## config.mk

```make
export PLATFORM = sky130hd
export DESIGN_NAME = uart_tx_frame_ctrl_flat
export DESIGN_NICKNAME = d
export VERILOG_FILES = /design/src/rtl/uart_tx_frame_ctrl_if.sv /design/src/rtl/uart_tx_frame_ctrl.sv /design/src/flat_wrapper.sv
export SDC_FILE = /design/constraint.sdc
export NUM_CORES = 1
export LEC_CHECK = 0
export BUFFER_PORTS_ARGS = -buffer_cell sky130_fd_sc_hd__buf_2
export CORE_AREA = 8 8 65 67
export CTS_CLUSTER_SIZE = 12
export DETAILED_ROUTE_END_ITERATION = 16
export DIE_AREA = 0 0 73 75
export PLACE_DENSITY = 0.56
export SYNTH_ARGS = -nofsm -noshare
export SYNTH_HDL_FRONTEND = slang
export SYNTH_SLANG_ARGS = --single-unit
```

## constraint.sdc

```tcl
create_clock -name clk -period 2.5 [get_ports clk]
set_clock_uncertainty 0.2 [all_clocks]
set_input_delay 0.375 -clock clk [delete_from_list [all_inputs] [get_ports clk]]
set_output_delay 0.375 -clock clk [all_outputs]
set_load 0.05 [all_outputs]
```

## src/rtl/uart_tx_frame_ctrl_if.sv

```systemverilog
// Host-side signal bundle for the UART TX frame controller.
// The master drives request and config signals; the slave returns line and status.
interface uart_tx_frame_ctrl_if #(
    parameter int DATA_WIDTH = 8
);
    logic                  bit_tick;
    logic [DATA_WIDTH-1:0] P_DATA;
    logic                  Data_valid;
    logic                  Par_en;
    logic                  Par_typ;
    logic                  Stop_two;
    logic                  TX_OUT;
    logic                  Busy;
    logic                  tx_done;

    modport master (
        output bit_tick, P_DATA, Data_valid, Par_en, Par_typ, Stop_two,
        input  TX_OUT, Busy, tx_done
    );

    modport slave (
        input  bit_tick, P_DATA, Data_valid, Par_en, Par_typ, Stop_two,
        output TX_OUT, Busy, tx_done
    );
endinterface

```

## src/rtl/uart_tx_frame_ctrl.sv

```systemverilog
// UART transmit frame controller: FSM, serializer, parity and line mux in one block.
// All outputs are registered from next-state values, so none of them has an input-to-output path.
module uart_tx_frame_ctrl #(
    parameter int DATA_WIDTH = 8,
    parameter int CNT_W      = $clog2(DATA_WIDTH)
) (
    input  logic                clk,
    input  logic                rst,
    uart_tx_frame_ctrl_if.slave tx_if
);
    typedef enum logic [2:0] {
        IDLE = 3'd0,
        STR  = 3'd1,
        DATA = 3'd2,
        PAR  = 3'd3,
        STP  = 3'd4
    } state_t;

    localparam logic [CNT_W-1:0] LAST_BIT = CNT_W'(DATA_WIDTH - 1);

    state_t                r_state, w_state_nxt;
    logic [DATA_WIDTH-1:0] r_shift, w_shift_nxt;
    logic [CNT_W-1:0]      r_cnt, w_cnt_nxt;
    logic                  r_stp_cnt, w_stp_cnt_nxt;
    logic                  r_par_en, w_par_en_nxt;
    logic                  r_par_bit, w_par_bit_nxt;
    logic                  r_stop_two, w_stop_two_nxt;
    logic                  r_tx, w_tx_nxt;
    logic                  r_busy, w_busy_nxt;
    logic                  r_done, w_done_nxt;
    logic                  w_accept;

    always_comb begin
        w_state_nxt    = r_state;
        w_shift_nxt    = r_shift;
        w_cnt_nxt      = r_cnt;
        w_stp_cnt_nxt  = r_stp_cnt;
        w_par_en_nxt   = r_par_en;
        w_par_bit_nxt  = r_par_bit;
        w_stop_two_nxt = r_stop_two;
        w_done_nxt     = 1'b0;
        w_accept       = 1'b0;

        case (r_state)
            IDLE: w_accept = tx_if.Data_valid;
            STR: begin
                if (tx_if.bit_tick) begin
                    w_state_nxt = DATA;
                    w_cnt_nxt   = '0;
                end
            end
            DATA: begin
                if (tx_if.bit_tick) begin
                    w_shift_nxt = r_shift >> 1;
                    if (r_cnt == LAST_BIT) begin
                        w_state_nxt   = r_par_en ? PAR : STP;
                        w_stp_cnt_nxt = 1'b0;
                    end else begin
                        w_cnt_nxt = r_cnt + 1'b1;
                    end
                end
            end
            PAR: begin
                if (tx_if.bit_tick) begin
                    w_state_nxt   = STP;
                    w_stp_cnt_nxt = 1'b0;
                end
            end
            STP: begin
                if (tx_if.bit_tick) begin
                    if (r_stop_two && !r_stp_cnt) begin
                        w_stp_cnt_nxt = 1'b1;
                    end else begin
                        // Frame ends here; a pending request chains straight into STR.
                        w_done_nxt  = 1'b1;
                        w_accept    = tx_if.Data_valid;
                        w_state_nxt = IDLE;
                    end
                end
            end
            default: begin
                w_state_nxt   = IDLE;
                w_shift_nxt   = '0;
                w_cnt_nxt     = '0;
                w_stp_cnt_nxt = 1'b0;
            end
        endcase

        if (w_accept) begin
            w_state_nxt    = STR;
            w_shift_nxt    = tx_if.P_DATA;
            w_par_en_nxt   = tx_if.Par_en;
            w_par_bit_nxt  = (^tx_if.P_DATA) ^ tx_if.Par_typ;
            w_stop_two_nxt = tx_if.Stop_two;
            w_stp_cnt_nxt  = 1'b0;
        end

        case (w_state_nxt)
            STR:     w_tx_nxt = 1'b0;
            DATA:    w_tx_nxt = w_shift_nxt[0];
            PAR:     w_tx_nxt = w_par_bit_nxt;
            default: w_tx_nxt = 1'b1;
        endcase
        w_busy_nxt = (w_state_nxt != IDLE);
    end

    always_ff @(posedge clk) begin
        if (!rst) begin
            r_state    <= IDLE;
            r_shift    <= '0;
            r_cnt      <= '0;
            r_stp_cnt  <= 1'b0;
            r_par_en   <= 1'b0;
            r_par_bit  <= 1'b0;
            r_stop_two <= 1'b0;
            r_tx       <= 1'b1;
            r_busy     <= 1'b0;
            r_done     <= 1'b0;
        end else begin
            r_state    <= w_state_nxt;
            r_shift    <= w_shift_nxt;
            r_cnt      <= w_cnt_nxt;
            r_stp_cnt  <= w_stp_cnt_nxt;
            r_par_en   <= w_par_en_nxt;
            r_par_bit  <= w_par_bit_nxt;
            r_stop_two <= w_stop_two_nxt;
            r_tx       <= w_tx_nxt;
            r_busy     <= w_busy_nxt;
            r_done     <= w_done_nxt;
        end
    end

    assign tx_if.TX_OUT  = r_tx;
    assign tx_if.Busy    = r_busy;
    assign tx_if.tx_done = r_done;
endmodule

```

## src/flat_wrapper.sv

```systemverilog
// flat-port wrapper written by rule: the top's interface ports become plain ports
module uart_tx_frame_ctrl_flat 
#(
    parameter int DATA_WIDTH = 8,
    parameter int CNT_W      = $clog2(DATA_WIDTH)
)
  (clk, rst, tx_if_bit_tick, tx_if_P_DATA, tx_if_Data_valid, tx_if_Par_en, tx_if_Par_typ, tx_if_Stop_two, tx_if_TX_OUT, tx_if_Busy, tx_if_tx_done);
  uart_tx_frame_ctrl_if #(.DATA_WIDTH(DATA_WIDTH)) tx_if_i ();
  input  logic clk;
  input  logic rst;
  input wire logic [$bits(tx_if_i.bit_tick)-1:0] tx_if_bit_tick;
  input wire logic [$bits(tx_if_i.P_DATA)-1:0] tx_if_P_DATA;
  input wire logic [$bits(tx_if_i.Data_valid)-1:0] tx_if_Data_valid;
  input wire logic [$bits(tx_if_i.Par_en)-1:0] tx_if_Par_en;
  input wire logic [$bits(tx_if_i.Par_typ)-1:0] tx_if_Par_typ;
  input wire logic [$bits(tx_if_i.Stop_two)-1:0] tx_if_Stop_two;
  output wire logic [$bits(tx_if_i.TX_OUT)-1:0] tx_if_TX_OUT;
  output wire logic [$bits(tx_if_i.Busy)-1:0] tx_if_Busy;
  output wire logic [$bits(tx_if_i.tx_done)-1:0] tx_if_tx_done;
  assign tx_if_i.bit_tick = tx_if_bit_tick;
  assign tx_if_i.P_DATA = tx_if_P_DATA;
  assign tx_if_i.Data_valid = tx_if_Data_valid;
  assign tx_if_i.Par_en = tx_if_Par_en;
  assign tx_if_i.Par_typ = tx_if_Par_typ;
  assign tx_if_i.Stop_two = tx_if_Stop_two;
  assign tx_if_TX_OUT = tx_if_i.TX_OUT;
  assign tx_if_Busy = tx_if_i.Busy;
  assign tx_if_tx_done = tx_if_i.tx_done;
  uart_tx_frame_ctrl #(.DATA_WIDTH(DATA_WIDTH), .CNT_W(CNT_W)) u_core (.clk(clk), .rst(rst), .tx_if(tx_if_i));
endmodule
```

* Word level (Yosys, flattened, before mapping)
Cells that the tools add are included.
** Operators by class
- Multiplexer cells :: 28
- Equal/unequal tests :: 17
- Reduce and logical (&&, ||, !) cells :: 13
- $add $sub $neg :: 1
- Bitwise operators :: 4
** Operators by type and width (number)
- $mux W3 :: 11
- $mux W8 :: 2
- $pmux W8 S2 :: 1
- $pmux W3 S5 :: 1
- $eq A3 B2 Y1 const B :: 4
- $ne A2 B2 Y1 const B :: 5
- $mux W1 :: 9
- $pmux W3 S3 :: 1
- $reduce_xor A8 Y1 :: 1
- $eq A3 B1 Y1 const B :: 2
- $eq A3 B3 Y1 const B :: 2
- $ne A2 B1 Y1 const B :: 3
- $reduce_and A6 Y1 :: 1
- $pmux W1 S4 :: 1
- $reduce_and A4 Y1 :: 1
- $reduce_or A2 Y1 :: 2
- $reduce_or A4 Y1 :: 1
- $add A3 B1 Y3 const B :: 1
- $logic_not A3 Y1 :: 1
- $ne A3 B2 Y1 const B :: 1
- $not A1 Y1 :: 3
- $pmux W1 S3 :: 1
- $reduce_and A3 Y1 :: 1
- $reduce_bool A3 Y1 :: 1
- other kinds (6) :: 6
** Word-level totals
- Word-level logic and storage cells :: 74
- Bits in registers :: 21
- Bits of input ports :: 15
- Output and inout port bits :: 3

* Longest topological paths before layout
- Word-level depth :: 8
- Depth in mapped cells :: 7
- Gate-level depth less buffers :: 7

* Worst setup path after synthesis
OpenSTA, ideal clock, no wires.
- Kind :: reg-to-reg
- From :: register u_core.r_cnt[0]
- To :: register u_core.r_busy (netlist: u_core.tx_if.Busy)
- Stages on the path, launching flop included :: 8
- Clock period less this slack :: 1.742 ns
- Arrival time :: 1.423 ns
- Data required time :: 2.180 ns
- Library setup time :: 0.120 ns
- Path slack :: 0.758 ns
- Buffers on the path :: 0
- Cells stage by stage :: dfxtp_1 -> ha_1 -> ha_1 -> nand3b_1 -> o22a_1 -> nor2_1 -> or2_1 -> o31a_1
** On the way
- Word-level cells in the longest chain between the ends :: 6
** Ends and longest elaborated chain
- start: declaration :: RTL line uart_tx_frame_ctrl.sv:23 : logic [CNT_W-1:0] r_cnt, w_cnt_nxt;
- start signal: assignment :: RTL line uart_tx_frame_ctrl.sv:122 : r_cnt <= w_cnt_nxt;
- $eq A3 B3 Y1 :: RTL line uart_tx_frame_ctrl.sv:55 : if (r_cnt == LAST_BIT) begin
- $mux W3 :: RTL line uart_tx_frame_ctrl.sv:55
- $mux W3 :: RTL line uart_tx_frame_ctrl.sv:53 : if (tx_if.bit_tick) begin
- $pmux W3 S5 :: RTL line uart_tx_frame_ctrl.sv:44 : case (r_state)
- $mux W3 :: RTL line uart_tx_frame_ctrl.sv:89 : if (w_accept) begin
- $reduce_bool A3 Y1 :: RTL line uart_tx_frame_ctrl.sv:104 : w_busy_nxt = (w_state_nxt != IDLE);
- end signal: assignment :: RTL line uart_tx_frame_ctrl.sv:128 : r_busy <= w_busy_nxt;
- end: declaration :: RTL line uart_tx_frame_ctrl.sv:29 : logic r_busy, w_busy_nxt;
No other way between the ends.
A chain may end at the register's enable or synchronous reset.

* Worst setup path in the final report
- From :: register u_core.r_state[0]
- To :: register u_core.r_stop_two
** On the way
- Word-level cells in the longest chain between the ends :: 2
- Elaborated cells on any way between the ends :: 3
- Those cells by class :: 1 x eq/ne; 1 x mux; 1 x reduce/logical
** Ends and longest elaborated chain
- start: declaration :: RTL line uart_tx_frame_ctrl.sv:21 : state_t r_state, w_state_nxt;
- start signal: assignment :: RTL line uart_tx_frame_ctrl.sv:120 : r_state <= w_state_nxt;
- $eq A3 B3 Y1 or $logic_not A3 Y1 (tied branches) :: RTL line uart_tx_frame_ctrl.sv:44
- $pmux W1 S2 * :: RTL line uart_tx_frame_ctrl.sv:44
- end signal: assignment :: RTL line uart_tx_frame_ctrl.sv:126 : r_stop_two <= w_stop_two_nxt;
- end: declaration :: RTL line uart_tx_frame_ctrl.sv:27 : logic r_stop_two, w_stop_two_nxt;
Every way passes the cells marked *; elsewhere a longest branch is shown, timed or not.

==> out/metrics.yaml <==
grt:
  grt_pass1_wl_um: 3890
  grt_pass1_vias: 920
  grt_max_degree: 17
  globalRouteOverflowTotal: 0
  groute.usage.overall_pct: 9.08
  antenna_found_initial: 0
floorplanning:
  fp.coreArea_um2: 3230
  die_x_um: 73
  start_util_pct: 33.2
  die_y_um: 75
  row_count: 21
  die_area_um2: 5480
  ios: 18
timing:
  final.min_clock_period_ns: 2.00
  setup_viol: 0
  min_period_over_period_pct: 80.2
  fin_tns_setup_ns: 0
  slew-limit-headroom_pct: 60.8
  hold_violations: 0
  rsz0062_at_grt: "false"
  worst-slew-pin-transition_ns: 0.587
  slew_viol_final: 0
  timing.fmax_mhz: 499
worst_hold_path:
  hold_path_depth: 3
  hp-class: "input port to flip-flop"
  min_to: "u_core.r_par_en$_SDFFE_PN0P_"
  worstHoldStart: "tx_if_Par_en"
finish:
  drive_above_1_share_pct: 21.1
  finalInstanceArea_um2: 1210
  nets: 146
  final_common_cell: "dfxtp_1"
  insertedDiodeCount: 0
  mostFrequentLayoutCells: "dfxtp_1, nor2_1, buf_2"
  syn_to_final_growth_pct: 13.1
routing:
  drtPass1Iterations: 4
  drt_iter0_drc: 73
  drc_errors: 0
  ant_nets: 0
  routedWlPerCell_um: 13.2
  vias: 922
  vias_per_cell: 5.30
  drt_wl_total_um: 2290
power_and_ir_drop:
  sequentialPowerShare_pct: 52.8
  peakVddDrop_uv: 223
  switching_share_pct: 31.1
  pwr-share-clk_pct: 22.7
  leakagePower_nw: 0.493
  power.total_w: 0.000725
  p_sw_w: 0.000225
  power_density_nw_per_um2: 598
  pwr-share-comb_pct: 24.6
  p_int_w: 0.000500
clock_network:
  cts_setup_buffers: 0
  hold_buffers: 0
  clk_pin_slew_ns: 0.12
  clockBufferDepth: 2
  cts_inserted_buffers: 3
  cts_tree: "done"
  clk_latency_ns: 0.30
  post_cts_resized: 0
  cts_sinks: 21
  htree_levels: 1
  root_buffer: "clkbuf_4"
yosys:
  synth_warnings: 0
  syn_nets: 129
  synthCells: 112
  synth_edf_count: 0
  synth.ff_latch_count: 21
  netlist_area_um2: 1070
  synth-main-ff-cell: "dfxtp_1"
  seq_area_frac_synth_pct: 39.2
  syn_avg_cell_area_um2: 9.57
  synthArstFlopShare_pct: 0
  synthDistinctLibCells: 43
critical_path:
  worst-endpoint-arrival_ns: 1.99
  ff2ff_setup_slack_ns: 0.50
  critPathRequiredTime_ns: 2.49
  crit_path_end_kind: "flip-flop"
  critPathMaxFanout: 10
  start_kind: "flip-flop"
  reg2reg_depth: 6
  crit_type: "flip-flop to flip-flop"
  worstReg2RegEnd: "u_core.r_stop_two$_SDFFE_PN0P_"
  timing.rr.start: "u_core.r_state[0]$_SDFF_PN0_"
placement:
  gp_congestion: 0.815
  io_buffers: 17
  placed_area_um2: 1180
  dp.final_hpwl_um: 1790
status:
  status: "finished, final reports clean"
flow_run:
  maxCapViolations: 0
[registers in the layout (all words and copies together) (netlist names)]
signal and count:
u_core.r_cnt 3, u_core.tx_if.tx_done 1, u_core.r_shift 8, u_core.tx_if.TX_OUT 1
u_core.r_stop_two 1, u_core.r_state 3, u_core.r_par_bit 1, u_core.r_stp_cnt 1
u_core.tx_if.Busy 1, u_core.r_par_en 1
[routing by layer]
metal,global-route usage (%),share of wire (%),wire [um]
met5,0,0,0
met4,3.33,0.66,15
met3,3.99,6.7,153
met2,15.0,46,1040
met1,10.1,47,1080
[synth_stat cells, drive strengths merged, types with 3 or more instances]
cell / count / area share, %
dfxtp: 21 / 39
nor2: 18 / 6.5
a222oi: 6 / 5.6
buf: 5 / 3.2
inv: 5 / 2.0
mux2i: 5 / 4.7
xnor2: 5 / 4.1
nand2: 4 / 1.4
o21ai: 4 / 1.9
a22oi: 3 / 2.1
and2: 3 / 1.8
[power by group through the flow]
| stage | Clock, W | Sequential [W] | Combinational [W] |
|---|---|---|---|
| 6_report | 0.000164 | 0.000382 | 0.000178 |
| 5_1_grt | 0.000186 | 0.000386 | 0.000196 |
| 4_1_cts | 0.000169 | 0.000382 | 0.000179 |
| 3_5_place_dp | 0 | 0.000390 | 0.000178 |
| 3_3_place_gp | 0 | 0.000389 | 0.000177 |
| 2_1_floorplan | 0 | 0.000393 | 0.000133 |
[critical path, stage by stage (launching register included)]
cell	delay, ns
dfxtp_1	0.47
nor2_2	0.26
nand2_1	0.09
a21oi_1	0.33
buf_4	0.26
mux2i_1	0.21
nor2_1	0.06
[worst max-delay path by stage]
stage	startpoint	to	cells after the start
2_1_floorplan	u_core.r_cnt[0]$_SDFFE_PN0P_	u_core.tx_if.Busy$_SDFF_PN0_	7
5_1_grt	u_core.r_state[2]$_SDFF_PN0_	u_core.tx_if.TX_OUT$_SDFF_PN1_	5
6_report	u_core.r_state[0]$_SDFF_PN0_	u_core.r_stop_two$_SDFFE_PN0P_	6
3_5_place_dp	u_core.r_state[0]$_SDFF_PN0_	u_core.r_stop_two$_SDFFE_PN0P_	6
3_3_place_gp	u_core.r_state[0]$_SDFF_PN0_	u_core.r_par_en$_SDFFE_PN0P_	6
4_1_cts	u_core.r_state[0]$_SDFF_PN0_	u_core.r_stop_two$_SDFFE_PN0P_	6
[kinds of logic after synthesis]
kind of cell | Yosys count | synth area share, %
simple gates | 37 | 18.3
compound gates | 29 | 23.0
flops | 21 | 39.2
buf+inv | 11 | 5.48
xor+xnor | 7 | 7.00
mux | 5 | 4.67
fa+ha+maj | 2 | 2.33
[cell type report]
type                       instances  area (um2)
timing repair buffer              18        92.6
tap                               46        57.6
clock inverter                     1        5.00
clock buffer                       3        22.5
inverter                           5        21.3
multi-input combinational         80         593
sequential                        21         420
fill                             352        2020
[through the flow]
step           hold WS [ns]  cells  util, %  worst slack [ns]
4_1_cts               0.104    174     37.5             0.499
5_1_grt               0.101    174     37.5             0.332
2_1_floorplan         0.258    112        -             0.758
3_5_place_dp          0.289    170     36.7             0.519
6_report              0.107    174     37.5             0.496
3_3_place_gp          0.284    170     36.7             0.568
Power figures use the tool's default switching activity.
